==> src/rtl/mat2axi_pkg.sv <==
// Shared types and sizing for the Mat-stream to AXI-stream word packer.
package mat2axi_pkg;

    localparam int PIX_W     = 8;
    localparam int WORD_W    = 64;
    localparam int LANES     = WORD_W / PIX_W;
    localparam int LANE_BITS = 3;

    typedef enum logic [2:0] {
        S_IDLE = 3'd0,
        S_MUL1 = 3'd1,
        S_MUL2 = 3'd2,
        S_RUN  = 3'd3,
        S_DONE = 3'd4
    } mat2axi_state_t;

endpackage

==> src/rtl/mat2axi_mul_32u_2stage.sv <==
// Unsigned 32x32 multiplier keeping the low 32 bits, two register stages.
// The first stage doubles as the descriptor capture: operands presented in
// the accept cycle yield the product two cycles later.
module mat2axi_mul_32u_2stage (
    input  logic        clk,
    input  logic        ce,
    input  logic [31:0] a,
    input  logic [31:0] b,
    output logic [31:0] p
);

    logic [31:0] a_r;
    logic [31:0] b_r;

    // Stage 1: register operands
    always_ff @(posedge clk) begin
        if (ce) begin
            a_r <= a;
            b_r <= b;
        end
    end

    // Stage 2: low half of the product, wrapping modulo 2^32
    always_ff @(posedge clk) begin
        if (ce) begin
            p <= a_r * b_r;
        end
    end

endmodule

==> src/rtl/mat_stream_2_axi_stream_packer.sv <==
// Packs a pixel stream into words, first pixel in the least significant lane.
// Each frame is sized by a rows/cols descriptor pair; a short final word is
// zero-padded in its upper lanes and the lane index restarts every frame.
module mat_stream_2_axi_stream_packer #(
    parameter int PIX_W  = mat2axi_pkg::PIX_W,
    parameter int WORD_W = mat2axi_pkg::WORD_W,
    parameter int LANES  = WORD_W / PIX_W
) (
    input  logic              ap_clk,
    input  logic              ap_rst,
    input  logic              ap_start,
    output logic              ap_done,
    input  logic              ap_continue,
    output logic              ap_idle,
    output logic              ap_ready,
    input  logic [PIX_W-1:0]  img_dout,
    input  logic              img_empty_n,
    output logic              img_read,
    output logic [WORD_W-1:0] ldata_din,
    input  logic              ldata_full_n,
    output logic              ldata_write,
    input  logic [31:0]       rows_dout,
    input  logic              rows_empty_n,
    output logic              rows_read,
    input  logic [31:0]       cols_dout,
    input  logic              cols_empty_n,
    output logic              cols_read
);
    import mat2axi_pkg::*;

    localparam int LANE_IDX_W = (LANES > 1) ? $clog2(LANES) : 1;

    mat2axi_state_t state;
    mat2axi_state_t state_next;

    logic [LANES-1:0][PIX_W-1:0] acc;
    logic [LANES-1:0][PIX_W-1:0] acc_ins;
    logic [LANE_IDX_W-1:0]       lane;
    logic [31:0]                 remaining;
    logic [31:0]                 total;
    logic                        done_reg;
    logic                        done_pulse;
    logic                        last;
    logic                        pop;

    // rows*cols: operands sampled straight off the descriptor FIFOs in the
    // accept cycle, product valid while in MUL2
    mat2axi_mul_32u_2stage u_mul (
        .clk (ap_clk),
        .ce  (1'b1),
        .a   (rows_dout),
        .b   (cols_dout),
        .p   (total)
    );

    // State register
    always_ff @(posedge ap_clk) begin
        if (ap_rst) begin
            state <= S_IDLE;
        end else begin
            state <= state_next;
        end
    end

    // Next state and FIFO handshakes; a pixel that completes a word is only
    // taken when the word FIFO can accept the word in the same cycle
    always_comb begin
        state_next  = state;
        rows_read   = 1'b0;
        cols_read   = 1'b0;
        img_read    = 1'b0;
        ldata_write = 1'b0;
        ap_ready    = 1'b0;
        done_pulse  = 1'b0;
        pop         = 1'b0;
        last        = (lane == LANE_IDX_W'(LANES - 1)) | (remaining == 32'd1);
        case (state)
            S_IDLE: begin
                if (ap_start & rows_empty_n & cols_empty_n & !done_reg) begin
                    rows_read  = 1'b1;
                    cols_read  = 1'b1;
                    state_next = S_MUL1;
                end
            end
            S_MUL1: state_next = S_MUL2;
            S_MUL2: state_next = (total == 32'd0) ? S_DONE : S_RUN;
            S_RUN: begin
                pop         = img_empty_n & (!last | ldata_full_n);
                img_read    = pop;
                ldata_write = pop & last;
                if (pop && (remaining == 32'd1)) begin
                    state_next = S_DONE;
                end
            end
            S_DONE: begin
                ap_ready   = 1'b1;
                done_pulse = 1'b1;
                state_next = S_IDLE;
            end
            default: state_next = S_IDLE;
        endcase
    end

    // Outgoing word: accumulator with the current pixel dropped into its lane;
    // lanes above are still zero from the last clear
    always_comb begin
        acc_ins       = acc;
        acc_ins[lane] = img_dout;
        ldata_din     = ldata_write ? acc_ins : '0;
    end

    assign ap_done = done_pulse | done_reg;
    assign ap_idle = (state == S_IDLE) & !ap_start;

    // Lane, remaining-pixel count and partial-word accumulator
    always_ff @(posedge ap_clk) begin
        if (ap_rst) begin
            lane      <= '0;
            acc       <= '0;
            remaining <= '0;
        end else begin
            case (state)
                S_MUL2: begin
                    remaining <= total;
                    lane      <= '0;
                    acc       <= '0;
                end
                S_RUN: begin
                    if (pop) begin
                        remaining <= remaining - 32'd1;
                        if (last) begin
                            lane <= '0;
                            acc  <= '0;
                        end else begin
                            lane      <= lane + LANE_IDX_W'(1);
                            acc[lane] <= img_dout;
                        end
                    end
                end
                default: ;
            endcase
        end
    end

    // Held done: continue wins over a set in the same cycle
    always_ff @(posedge ap_clk) begin
        if (ap_rst) begin
            done_reg <= 1'b0;
        end else if (ap_continue) begin
            done_reg <= 1'b0;
        end else if (state == S_DONE) begin
            done_reg <= 1'b1;
        end
    end

endmodule
==> config.mk <==
export PLATFORM = sky130hd
export DESIGN_NAME = mat_stream_2_axi_stream_packer
export DESIGN_NICKNAME = d
export VERILOG_FILES = /design/src/rtl/mat2axi_pkg.sv /design/src/rtl/mat2axi_mul_32u_2stage.sv /design/src/rtl/mat_stream_2_axi_stream_packer.sv
export SDC_FILE = /design/constraint.sdc
export NUM_CORES = 2
export LEC_CHECK = 0
export CORE_UTILIZATION = 30
export DETAILED_ROUTE_END_ITERATION = 10
export GPL_ROUTABILITY_DRIVEN = 0
export SYNTH_ARGS = -nofsm -noshare
export SYNTH_HDL_FRONTEND = slang
export SYNTH_SLANG_ARGS = --single-unit
==> constraint.sdc <==
create_clock -name ap_clk -period 8.61 [get_ports ap_clk]
set_input_delay 1.722 -clock ap_clk [delete_from_list [all_inputs] [get_ports ap_clk]]
set_output_delay 1.722 -clock ap_clk [all_outputs]
set_load 0.01 [all_outputs]
==> reports/metrics.yaml <==
finalHoldViolations: 0
area_growth_syn_to_layout_pct: 12.64
critPathLaunchType: "flop"
reg2reg_slack_ns: 0.86
die_x_um: 280.7
final_net_count: 3274
die_y_um: 280.7
regMostFlops: "acc"
seq_area_um2: 3984
ys.flop_type: "dfxtp_1"
n_antenna_cell: 0
cts_root_buffer: "clkbuf_16"
ff2ff_path_depth: 19
hold_path_depth: 2
dieArea_um2: 78810
fin_ws_ns: 0.8649
rr_startpoint: "u_mul.b_r[2]"
numCtsBuffers: 17
grt_pass1_wl_um: 102400
synth-seq-cells: 199
layoutNonFillerInstCount: 3702
worst_slew_pin_slew_ns: 1.288
crit_arrival_ns: 8.09
antenna_found_initial: 0
crit_path_end_kind: "flop"
synthTopCellsByArea: "fa_1, dfxtp_1, and2_1"
skew_ns: 0.01995
cts_hold_buf: 0
insertion_delay_ns: 0.49
reg2reg_to: "u_mul.p[31]"
netlist_area_um2: 23310
synthCells: 2625
hpwl_um: 49570
rows: 101
place_inst: 3670
largest_reg_flops: 64
numClockSinks: 199
finalCriticalPeriod_ns: 7.745
dpl_cell_area_um2: 25640
clk_pin_slew_ns: 0.08
synth_area_per_cell_um2: 8.879
syn-num-nets: 3240
nFillCells: 7904
layout-drive-gt1-share_pct: 2.957
initial_core_util_pct: 30.49
rsz0062_at_grt: "false"
via_count: 17492
tns_ns: 0
multiInputGateArea_um2: 17250
grt_max_degree: 104
gr-total-overflow: 0
drcViolationCount: 0
relSlewSlack_pct: 13.98
coreArea_um2: 76450
fmax_mhz: 129.1
clk_path_buf_depth: 2
synth_edf_count: 0
setup_violations: 0
slew_violations: 0
synth_seq_area_share_pct: 17.09
yosysTopAreaCell: "fa_1"
cts-resized-gates: 0
drtIter0Drc: 1147
cap_violations: 0
synth_cell_types: 63
min_period_over_period_pct: 89.95
cts_tree: "built"
io_pins: 151
final_area_um2: 26250
hold_class: "reg -> reg"
ant_nets: 0
required_ns: 8.95
holdPathEnd: "remaining[15]"
drt_pass1_iterations: 5
grt_pass1_vias: 17945
synth_top_area_share_pct: 35.04
vias_per_cell: 4.725
worstSetupPathType: "reg -> reg"
status: "completed"
place_ws_ns: 0.9032
htreeDepth: 4
finalWirelength_um: 64600
track_usage_pct: 16.81
cp_max_fo: 30
wl_per_cell_um: 17.45
io_buffer_count: 150
synth_async_sr_flop_share_pct: 0
cts_setup_buffers: 0
hp-start: "remaining[15]"
yosysWarnings: 0
## cells in the final DEF, fill, tap and decap left out, types with 7 or more instances in the layout
cell and n:
a211oi_1 12, a21o_1 14, a21oi_1 97, a22oi_1 74
and2_1 320, and3_1 10, buf_4 20, clkbuf_16 17
clkdlybuf4s50_1 149, dfxtp_1 199, fa_1 408, ha_1 127
inv_1 394, mux2i_1 17, nand2_1 363, nand3_1 17
nor2_1 149, nor3_1 24, nor4_1 17, o21ai_0 39
o21ai_2 8, o21bai_1 7, o22ai_1 7, xnor2_1 68
xor2_1 20
## worst max path at each step
stage                              from          end  slack (ns)  cells past startpoint
after floorplan           u_mul.a_r[12]  u_mul.p[29]        1.92                     23
after global placement     u_mul.b_r[6]  u_mul.p[31]        0.96                     20
after detailed placement   u_mul.b_r[2]  u_mul.p[31]        0.90                     19
after CTS                  u_mul.b_r[2]  u_mul.p[31]        0.88                     19
after global routing       u_mul.b_r[2]  u_mul.p[31]        0.51                     19
final                      u_mul.b_r[2]  u_mul.p[31]        0.86                     19
## Yosys cell counts (all sizes together), types with 10 or more instances
library cell	count
a211oi	13
a21o	14
a21oi	99
a22oi	74
and2	321
and3	10
buf	39
clkbuf	115
dfxtp	199
fa	408
ha	127
inv	394
mux2i	17
nand2	364
nand3	17
nor2	150
nor3	26
nor4	18
o21ai	47
xnor2	68
xor2	20
## final cells by class
cell class | count | area share [%]
tap | 1030 | 4.909
multi-input combinational | 1878 | 65.69
timing repair buffer | 169 | 6.253
clock buffer | 17 | 1.620
clock inverter | 15 | 0.7196
sequential | 199 | 15.17
inverter | 394 | 5.633
## worst max-delay path, cell delays in order (launching register included)
cell      delay [ns]
dfxtp_1         1.18
and2_1          0.28
fa_1            0.39
inv_1           0.08
fa_1            0.44
fa_1            0.49
fa_1            0.59
fa_1            0.45
fa_1            0.54
inv_1           0.05
fa_1            0.49
fa_1            0.41
ha_1            0.35
a21o_1          0.20
a21o_1          0.16
a21oi_1         0.22
o21ai_0         0.19
a221oi_1        0.44
o21ai_0         0.40
xnor2_1         0.22
## stage by stage
stage	util, %	hold WS (ns)
6_report	34.34	0.5110
5_1_grt	34.34	0.5327
4_1_cts	34.34	0.5106
3_5_place_dp	33.54	0.4923
3_3_place_gp	33.54	0.4872
2_1_floorplan	-	0.4595
## per-layer routing
layer / share of wire [%] / vias to the layer above / global-route usage (%)
met1: 44 / 8715 / 22.11
li1: - / 8161 / -
met2: 49 / 535 / 28.71
met5: 0 / - / 0
met4: 2.5 / 0 / 4.666
met3: 5.3 / 81 / 2.286
## kinds of logic after synthesis
family	after synthesis	share of synthesized area, %
buffers and inverters	548	8.970
adder cells (fa/ha/maj)	535	41.86
multiplexers	17	0.7301
XOR/XNOR	88	3.307
AO/OA/AOI/OAI	290	8.026
AND/OR/NAND/NOR	948	20.01
flip-flops	199	17.09
Power is left out: the tool's default activity adds up to more than one toggle a clock period on the data nets, which glitch-free logic cannot reach.
